===== src/rtl/ysyx_23060201_idu.sv =====
// ============================================================================
// Module  : ysyx_23060201_idu
// Brief   : Registered RV32I decode stage with a two-entry skid buffer.
//           Optional macro YSYX_23060201_IDU_RV32E_EN restricts registers to x0-x15.
// Revision: 1.0 - initial release
// ============================================================================
`default_nettype none

module ysyx_23060201_idu (
  input  logic        clk,
  input  logic        rst_n,
  input  logic        flush,
  input  logic        in_valid,
  output logic        in_ready,
  input  logic [31:0] in_inst,
  input  logic [31:0] in_pc,
  output logic        out_valid,
  input  logic        out_ready,
  output logic [3:0]  out_alu_ctl,
  output logic [1:0]  out_src1_sel,
  output logic [1:0]  out_src2_sel,
  output logic [31:0] out_imm,
  output logic [4:0]  out_rs1,
  output logic [4:0]  out_rs2,
  output logic [4:0]  out_rd,
  output logic        out_rd_wen,
  output logic [31:0] out_pc,
  output logic        out_illegal
);

  localparam logic [6:0] c_OPC_OP     = 7'b0110011;
  localparam logic [6:0] c_OPC_OPIMM  = 7'b0010011;
  localparam logic [6:0] c_OPC_LUI    = 7'b0110111;
  localparam logic [6:0] c_OPC_AUIPC  = 7'b0010111;
  localparam logic [6:0] c_OPC_JAL    = 7'b1101111;
  localparam logic [6:0] c_OPC_JALR   = 7'b1100111;
  localparam logic [6:0] c_OPC_LOAD   = 7'b0000011;
  localparam logic [6:0] c_OPC_STORE  = 7'b0100011;
  localparam logic [6:0] c_OPC_BRANCH = 7'b1100011;

  localparam logic [1:0] c_SRC1_RS1  = 2'b00;
  localparam logic [1:0] c_SRC1_PC   = 2'b01;
  localparam logic [1:0] c_SRC1_ZERO = 2'b10;
  localparam logic [1:0] c_SRC2_RS2  = 2'b00;
  localparam logic [1:0] c_SRC2_IMM  = 2'b01;
  localparam logic [1:0] c_SRC2_FOUR = 2'b10;

  typedef struct packed {
    logic [3:0]  alu_ctl;
    logic [1:0]  src1_sel;
    logic [1:0]  src2_sel;
    logic [31:0] imm;
    logic [4:0]  rs1;
    logic [4:0]  rs2;
    logic [4:0]  rd;
    logic        rd_wen;
    logic [31:0] pc;
    logic        illegal;
  } dec_t;

  logic [6:0]  w_opcode;
  logic [2:0]  w_f3;
  logic [6:0]  w_f7;
  logic [31:0] w_imm_i, w_imm_s, w_imm_b, w_imm_u, w_imm_j;
  logic        w_bad;
  dec_t        w_dec;

  assign w_opcode = in_inst[6:0];
  assign w_f3     = in_inst[14:12];
  assign w_f7     = in_inst[31:25];
  assign w_imm_i  = {{20{in_inst[31]}}, in_inst[31:20]};
  assign w_imm_s  = {{20{in_inst[31]}}, in_inst[31:25], in_inst[11:7]};
  assign w_imm_b  = {{19{in_inst[31]}}, in_inst[31], in_inst[7], in_inst[30:25], in_inst[11:8], 1'b0};
  assign w_imm_u  = {in_inst[31:12], 12'b0};
  assign w_imm_j  = {{11{in_inst[31]}}, in_inst[31], in_inst[19:12], in_inst[20], in_inst[30:21], 1'b0};

`ifdef YSYX_23060201_IDU_RV32E_EN
  logic w_rv32e_bad;
  // Only the register fields the format really reads or writes are range-checked.
  always_comb begin
    w_rv32e_bad = 1'b0;
    if (w_opcode != c_OPC_LUI && w_opcode != c_OPC_AUIPC && w_opcode != c_OPC_JAL)
      w_rv32e_bad = w_rv32e_bad | in_inst[19];
    if (w_opcode == c_OPC_OP || w_opcode == c_OPC_STORE || w_opcode == c_OPC_BRANCH)
      w_rv32e_bad = w_rv32e_bad | in_inst[24];
    if (w_opcode != c_OPC_STORE && w_opcode != c_OPC_BRANCH)
      w_rv32e_bad = w_rv32e_bad | in_inst[11];
  end
`endif

  always_comb begin
    w_dec          = '0;
    w_dec.rs1      = in_inst[19:15];
    w_dec.rs2      = in_inst[24:20];
    w_dec.rd       = in_inst[11:7];
    w_dec.pc       = in_pc;
    w_dec.src1_sel = c_SRC1_RS1;
    w_dec.src2_sel = c_SRC2_IMM;
    w_bad          = 1'b0;
    case (w_opcode)
      c_OPC_OP: begin
        w_dec.src2_sel = c_SRC2_RS2;
        w_dec.imm      = w_imm_i;
        w_dec.alu_ctl  = {w_f7[5], w_f3};
        w_dec.rd_wen   = 1'b1;
        w_bad = !((w_f7 == 7'h00) || (w_f7 == 7'h20 && (w_f3 == 3'b000 || w_f3 == 3'b101)));
      end
      c_OPC_OPIMM: begin
        w_dec.imm     = w_imm_i;
        w_dec.alu_ctl = {1'b0, w_f3};
        w_dec.rd_wen  = 1'b1;
        // Shifts carry a zero-extended shamt; funct7 only qualifies the shift kind.
        if (w_f3 == 3'b101) begin
          w_dec.imm     = {27'b0, in_inst[24:20]};
          w_dec.alu_ctl = {w_f7[5], 3'b101};
          w_bad         = !(w_f7 == 7'h00 || w_f7 == 7'h20);
        end else if (w_f3 == 3'b001) begin
          w_dec.imm = {27'b0, in_inst[24:20]};
          w_bad     = (w_f7 != 7'h00);
        end
      end
      c_OPC_LUI: begin
        w_dec.src1_sel = c_SRC1_ZERO;
        w_dec.imm      = w_imm_u;
        w_dec.rd_wen   = 1'b1;
      end
      c_OPC_AUIPC: begin
        w_dec.src1_sel = c_SRC1_PC;
        w_dec.imm      = w_imm_u;
        w_dec.rd_wen   = 1'b1;
      end
      c_OPC_JAL, c_OPC_JALR: begin
        w_dec.src1_sel = c_SRC1_PC;
        w_dec.src2_sel = c_SRC2_FOUR;
        w_dec.imm      = (w_opcode == c_OPC_JAL) ? w_imm_j : w_imm_i;
        w_dec.rd_wen   = 1'b1;
      end
      c_OPC_LOAD: begin
        w_dec.imm    = w_imm_i;
        w_dec.rd_wen = 1'b1;
      end
      c_OPC_STORE: w_dec.imm = w_imm_s;
      c_OPC_BRANCH: begin
        w_dec.src2_sel = c_SRC2_RS2;
        w_dec.imm      = w_imm_b;
        case (w_f3[2:1])
          2'b00:   w_dec.alu_ctl = 4'b1000;
          2'b10:   w_dec.alu_ctl = 4'b0010;
          2'b11:   w_dec.alu_ctl = 4'b0011;
          default: w_bad = 1'b1;
        endcase
      end
      default: w_bad = 1'b1;
    endcase
`ifdef YSYX_23060201_IDU_RV32E_EN
    w_bad = w_bad | w_rv32e_bad;
`endif
    w_dec.illegal = w_bad;
    if (w_bad) w_dec.alu_ctl = 4'b0000;
    w_dec.rd_wen = w_dec.rd_wen & !w_bad & (w_dec.rd != 5'd0);
  end

  dec_t r_main, r_skid;
  logic r_main_valid, r_skid_valid, r_in_ready;
  logic w_accept, w_main_open, w_skid_valid_nxt;

  assign w_accept    = in_valid & r_in_ready;
  assign w_main_open = !r_main_valid | out_ready;
  // Skid can only fill while main is stalled; in_ready is already low when skid is full.
  assign w_skid_valid_nxt = w_main_open ? 1'b0 : (r_skid_valid | w_accept);

  always_ff @(posedge clk or negedge rst_n) begin
    if (!rst_n) begin
      r_main       <= '0;
      r_skid       <= '0;
      r_main_valid <= 1'b0;
      r_skid_valid <= 1'b0;
      r_in_ready   <= 1'b1;
    end else if (flush) begin
      r_main_valid <= 1'b0;
      r_skid_valid <= 1'b0;
      r_in_ready   <= 1'b1;
    end else begin
      if (w_main_open) begin
        if (r_skid_valid) begin
          r_main       <= r_skid;
          r_main_valid <= 1'b1;
        end else begin
          r_main_valid <= w_accept;
          if (w_accept) r_main <= w_dec;
        end
      end else if (w_accept) begin
        r_skid <= w_dec;
      end
      r_skid_valid <= w_skid_valid_nxt;
      r_in_ready   <= !w_skid_valid_nxt;
    end
  end

  assign in_ready     = r_in_ready;
  assign out_valid    = r_main_valid;
  assign out_alu_ctl  = r_main.alu_ctl;
  assign out_src1_sel = r_main.src1_sel;
  assign out_src2_sel = r_main.src2_sel;
  assign out_imm      = r_main.imm;
  assign out_rs1      = r_main.rs1;
  assign out_rs2      = r_main.rs2;
  assign out_rd       = r_main.rd;
  assign out_rd_wen   = r_main.rd_wen;
  assign out_pc       = r_main.pc;
  assign out_illegal  = r_main.illegal;

endmodule

`default_nettype wire


===== config.mk =====
export PLATFORM = sky130hd
export DESIGN_NAME = ysyx_23060201_idu
export DESIGN_NICKNAME = d
export VERILOG_FILES = /design/src/rtl/ysyx_23060201_idu.sv
export SDC_FILE = /design/constraint.sdc
export NUM_CORES = 1
export LEC_CHECK = 0
export BUFFER_PORTS_ARGS = -buffer_cell sky130_fd_sc_hd__buf_2
export CORE_ASPECT_RATIO = 2
export CORE_MARGIN = 2
export CORE_UTILIZATION = 40
export DETAILED_ROUTE_END_ITERATION = 7
export PLACE_DENSITY = 0.59
export SYNTH_ARGS = -nofsm -noshare
export SYNTH_HDL_FRONTEND = slang
export SYNTH_SLANG_ARGS = --single-unit

===== constraint.sdc =====
create_clock -name clk -period 4.1 [get_ports clk]
set_input_delay 0.615 -clock clk [delete_from_list [all_inputs] [get_ports clk]]
set_output_delay 0.615 -clock clk [all_outputs]
set_load 0.01 [all_outputs]

==> impl_results.md <==
- Die Span Y: a little over 200 um
- Post-CTS Hold Fix Bufs: 0
- Worst Setup End Kind: flip-flop
- Critical path class: reg2reg
- Initial antenna violation count: 1
- ANT nets after route: 0
- Finished Layout Cells: 1266
- Critical Path Source Type: flip-flop
- Post-Syn Area: between 8000 and 9000 sq um
- Crit path max fanout: 70
- Synth Flop Type: dfrtp_1
- Worst r2r path cells: 5
- DIE WIDTH: about 110 um
- Fill count: about 2000
- Register area share after synthesis: ~55%
- Setup bufs post-CTS: 0
- Max-slew violations: 0
- WL final: approximately 22 mm
- Setup violators final: 0
- Required time worst endpoint: 4.40 ns
- RSZ-0062 raised after global routing: no
- Hold WC Path Type: in2async
- I/O pins: 160
- Global route total overflow: 0
- Vias: between 6000 and 7000
- Post-synth net total: roughly 930
- Max Root-Sink Buffers: 2
- Worst path most repeated cell: a21oi_1
- Reg2Reg Setup Slack: between 1.5 and 2 ns
- Number of nets in the layout: roughly 1100
- Worst clock skew: between 0.009 and 0.01 ns
- R2R Path Start: r_skid_valid$_DFF_PN0_
- Lkg Pwr: about 0.0047 uW
- Yosys cell types: 58
- Clk sinks: between 150 and 200
- Port buffer count: between 150 and 200
- Post-cts sizing count: 0
- Vias in the first global route: 6151
- Clk Latency, worst-skew pair: 0.44 ns
- FF+latch count, synth: roughly 180
- Critical path arrival: approximately 2.9 ns
- Global-route wire length before repair: between 30 and 40 mm
- WL/cell: around 17 um
- Slew HR: 37.9%
- Ratio of cells with drive above 1 in the final layout: around a quarter
- Area occupied by registers: roughly 4500 sq um
- Tot GR Track Use: around a fifth
- Largest net degree at the start of global routing: 100
- FFs w/ async S/R, synth: 100%
- MaxCap Viol Count: 0
- Die area: 21700 sq um
- Placer congestion estimate: between 0.8 and 0.9
- Placed cells: about 1200
- Pwr Density: ~480 nW/um^2
- CP max stage delay: just over 0.9 ns
- Largest cells by area after synthesis: dfrtp_1 (55%), nand2_1 (12%), mux2i_1 (6.0%), o21ai_0 (4.5%), a21oi_1 (3.2%)
- Period utilisation layout: between 60% and 70%
- Clock Pin Slew Worst Setup and Hold Paths: about 0.070 ns
- CTS root buf: clkbuf_16
- Post-synth EDFFs: 0
- DRC viols: 0
- Final Hold Violating Endpoints: 0
- Tightest Pin Transition: 0.932 ns
- Max VDD drop: between 0.0002 and 0.0003 V
- FMAX: a little under 400 MHz
- Starting Density: 40.4%
- H-tree Lvls: 4
- Minimum clock period after layout: 2.59 ns
- Area of the multi-input gates: 3340 sq um
- Syn avg cell area: around 9.6 sq um
- Cell count after synthesis: between 800 and 900
- Status: finished, final reports clean
- Synth area leader: dfrtp_1
- FP Rows: 74
- Post-DP HPWL: between 10 and 15 mm
- Area Overhead vs Synth: 19.3%
- Inserted Clock Buffers: 17
- Cells along the critical path: a21oi_1, or3_4, buf_4, a21oi_1, o21ai_0
- Yosys top cell area share: 54.9%
- CP max stage cell: dfrtp_4
- Overall power: 4660 uW
- Yosys warns: 0
- Via density per instance: just over 5
- Pre-Repair DR Iteration Count: 4
- Setup TNS: 0 ns
- Core footprint: a little over 20000 sq um
- Detailed Route Iter0 Violations: about 230
- CTS tree: built
- Reg-to-Reg End: out_imm[0]$_DFFE_PN0P_
## flip-flops by register name, summed over array words and instances, names as in the netlist, 2 cells and up
register,count
out_pc,32
out_src1_sel,2
out_alu_ctl,4
out_imm,32
out_rs1,5
out_rs2,5
out_rd,5
out_src2_sel,2
r_skid,89
## cells by family after synthesis
logic type	Yosys count	share of synthesized area (%)
buf+inv	77	4.30
simple gates	348	18.0
xor+xnor	2	0.214
mux	51	6.26
compound gates	199	15.9
flops	181	55.3
## worst max-delay path, delay by kind of cell, from the launching register on
kind	cells	cell delay, ns
flops	1	0.93
simple gates	1	0.72
compound gates	3	0.45
buf+inv	1	0.34
## metrics by stage
stage                     hold slack (ns)  area, sq um  worst slack (ns)  util (%)
after global placement              0.451         9170              1.49      45.2
after CTS                           0.292         9780              1.48      48.2
after global routing                0.299         9780              1.29      48.2
after floorplan                     0.319         8200              2.23         -
final                               0.226         9780              1.51      48.2
after detailed placement            0.458         9170              1.48      45.2
## cell usage after synthesis (2+ instances only)
cell and count:
clkbuf_1 32, o21ai_1 2, buf_4 2, o22ai_1 11, mux2i_1 49, o31ai_1 4
buf_1 2, nor2_1 36, a31oi_1 2, nand2_1 257, or3_1 3, mux2_2 2
nand3_1 18, a22o_1 2, nand2b_1 3, inv_1 16, buf_6 4, a22oi_2 10
a22oi_1 5, buf_2 21, nor2b_1 9, a2111oi_2 2, a221oi_1 6, o21ai_0 73
nand3b_1 2, a21oi_2 12, dfrtp_1 180, and3_1 6, o211ai_1 7, a21oi_1 52
## final cells by class
type | instances | area share [%]
diodes | 1 | 0.0256
multi-input cells | 600 | 34.1
well taps | 266 | 3.40
inverters | 16 | 0.614
flip-flops and latches | 181 | 46.4
clock inverters | 13 | 1.75
clock buffers | 19 | 4.53
repair buffers | 170 | 9.20
## cells in the final DEF, fill, tap and decap left out, types with 7 or more instances in the layout
master	synthesis	layout
a22oi_2	10	10
nor2_1	36	36
o22ai_1	11	11
a21oi_2	12	12
mux2i_1	49	49
dfrtp_1	180	179
a21oi_1	52	52
o211ai_1	7	7
nand3_1	18	17
clkbuf_16	0	17
nand2_1	257	257
o21ai_0	73	73
inv_1	16	16
nor2b_1	9	9
buf_4	2	10
buf_2	21	158
## metal layers
metal / vias up / wire, um / track usage (%)
met5: - / 0 / 0
met2: 138 / 11800 / 36.3
met1: 3130 / 8640 / 24.1
li1: 3157 / - / -
met4: 0 / 743 / 9.14
met3: 33 / 769 / 3.63
## where the power goes
| part | switching (uW) | internal (uW) |
|---|---|---|
| Clock | 743 | 986 |
| Combinational | 430 | 294 |
| Sequential | 146 | 2070 |
## how the worst max path moves through the flow
stage	from	to	depth (start not counted)
final	r_skid_valid$_DFF_PN0_	out_imm[0]$_DFFE_PN0P_	5
after detailed placement	r_skid_valid$_DFF_PN0_	out_imm[0]$_DFFE_PN0P_	5
after floorplan	in_inst[6]	out_src2_sel[0]$_DFFE_PN0P_	7
after global routing	r_skid_valid$_DFF_PN0_	out_imm[12]$_DFFE_PN0P_	5
after global placement	r_skid_valid$_DFF_PN0_	out_imm[0]$_DFFE_PN0P_	5
after CTS	r_skid_valid$_DFF_PN0_	out_imm[0]$_DFFE_PN0P_	5
Power figures use the tool's default switching activity.
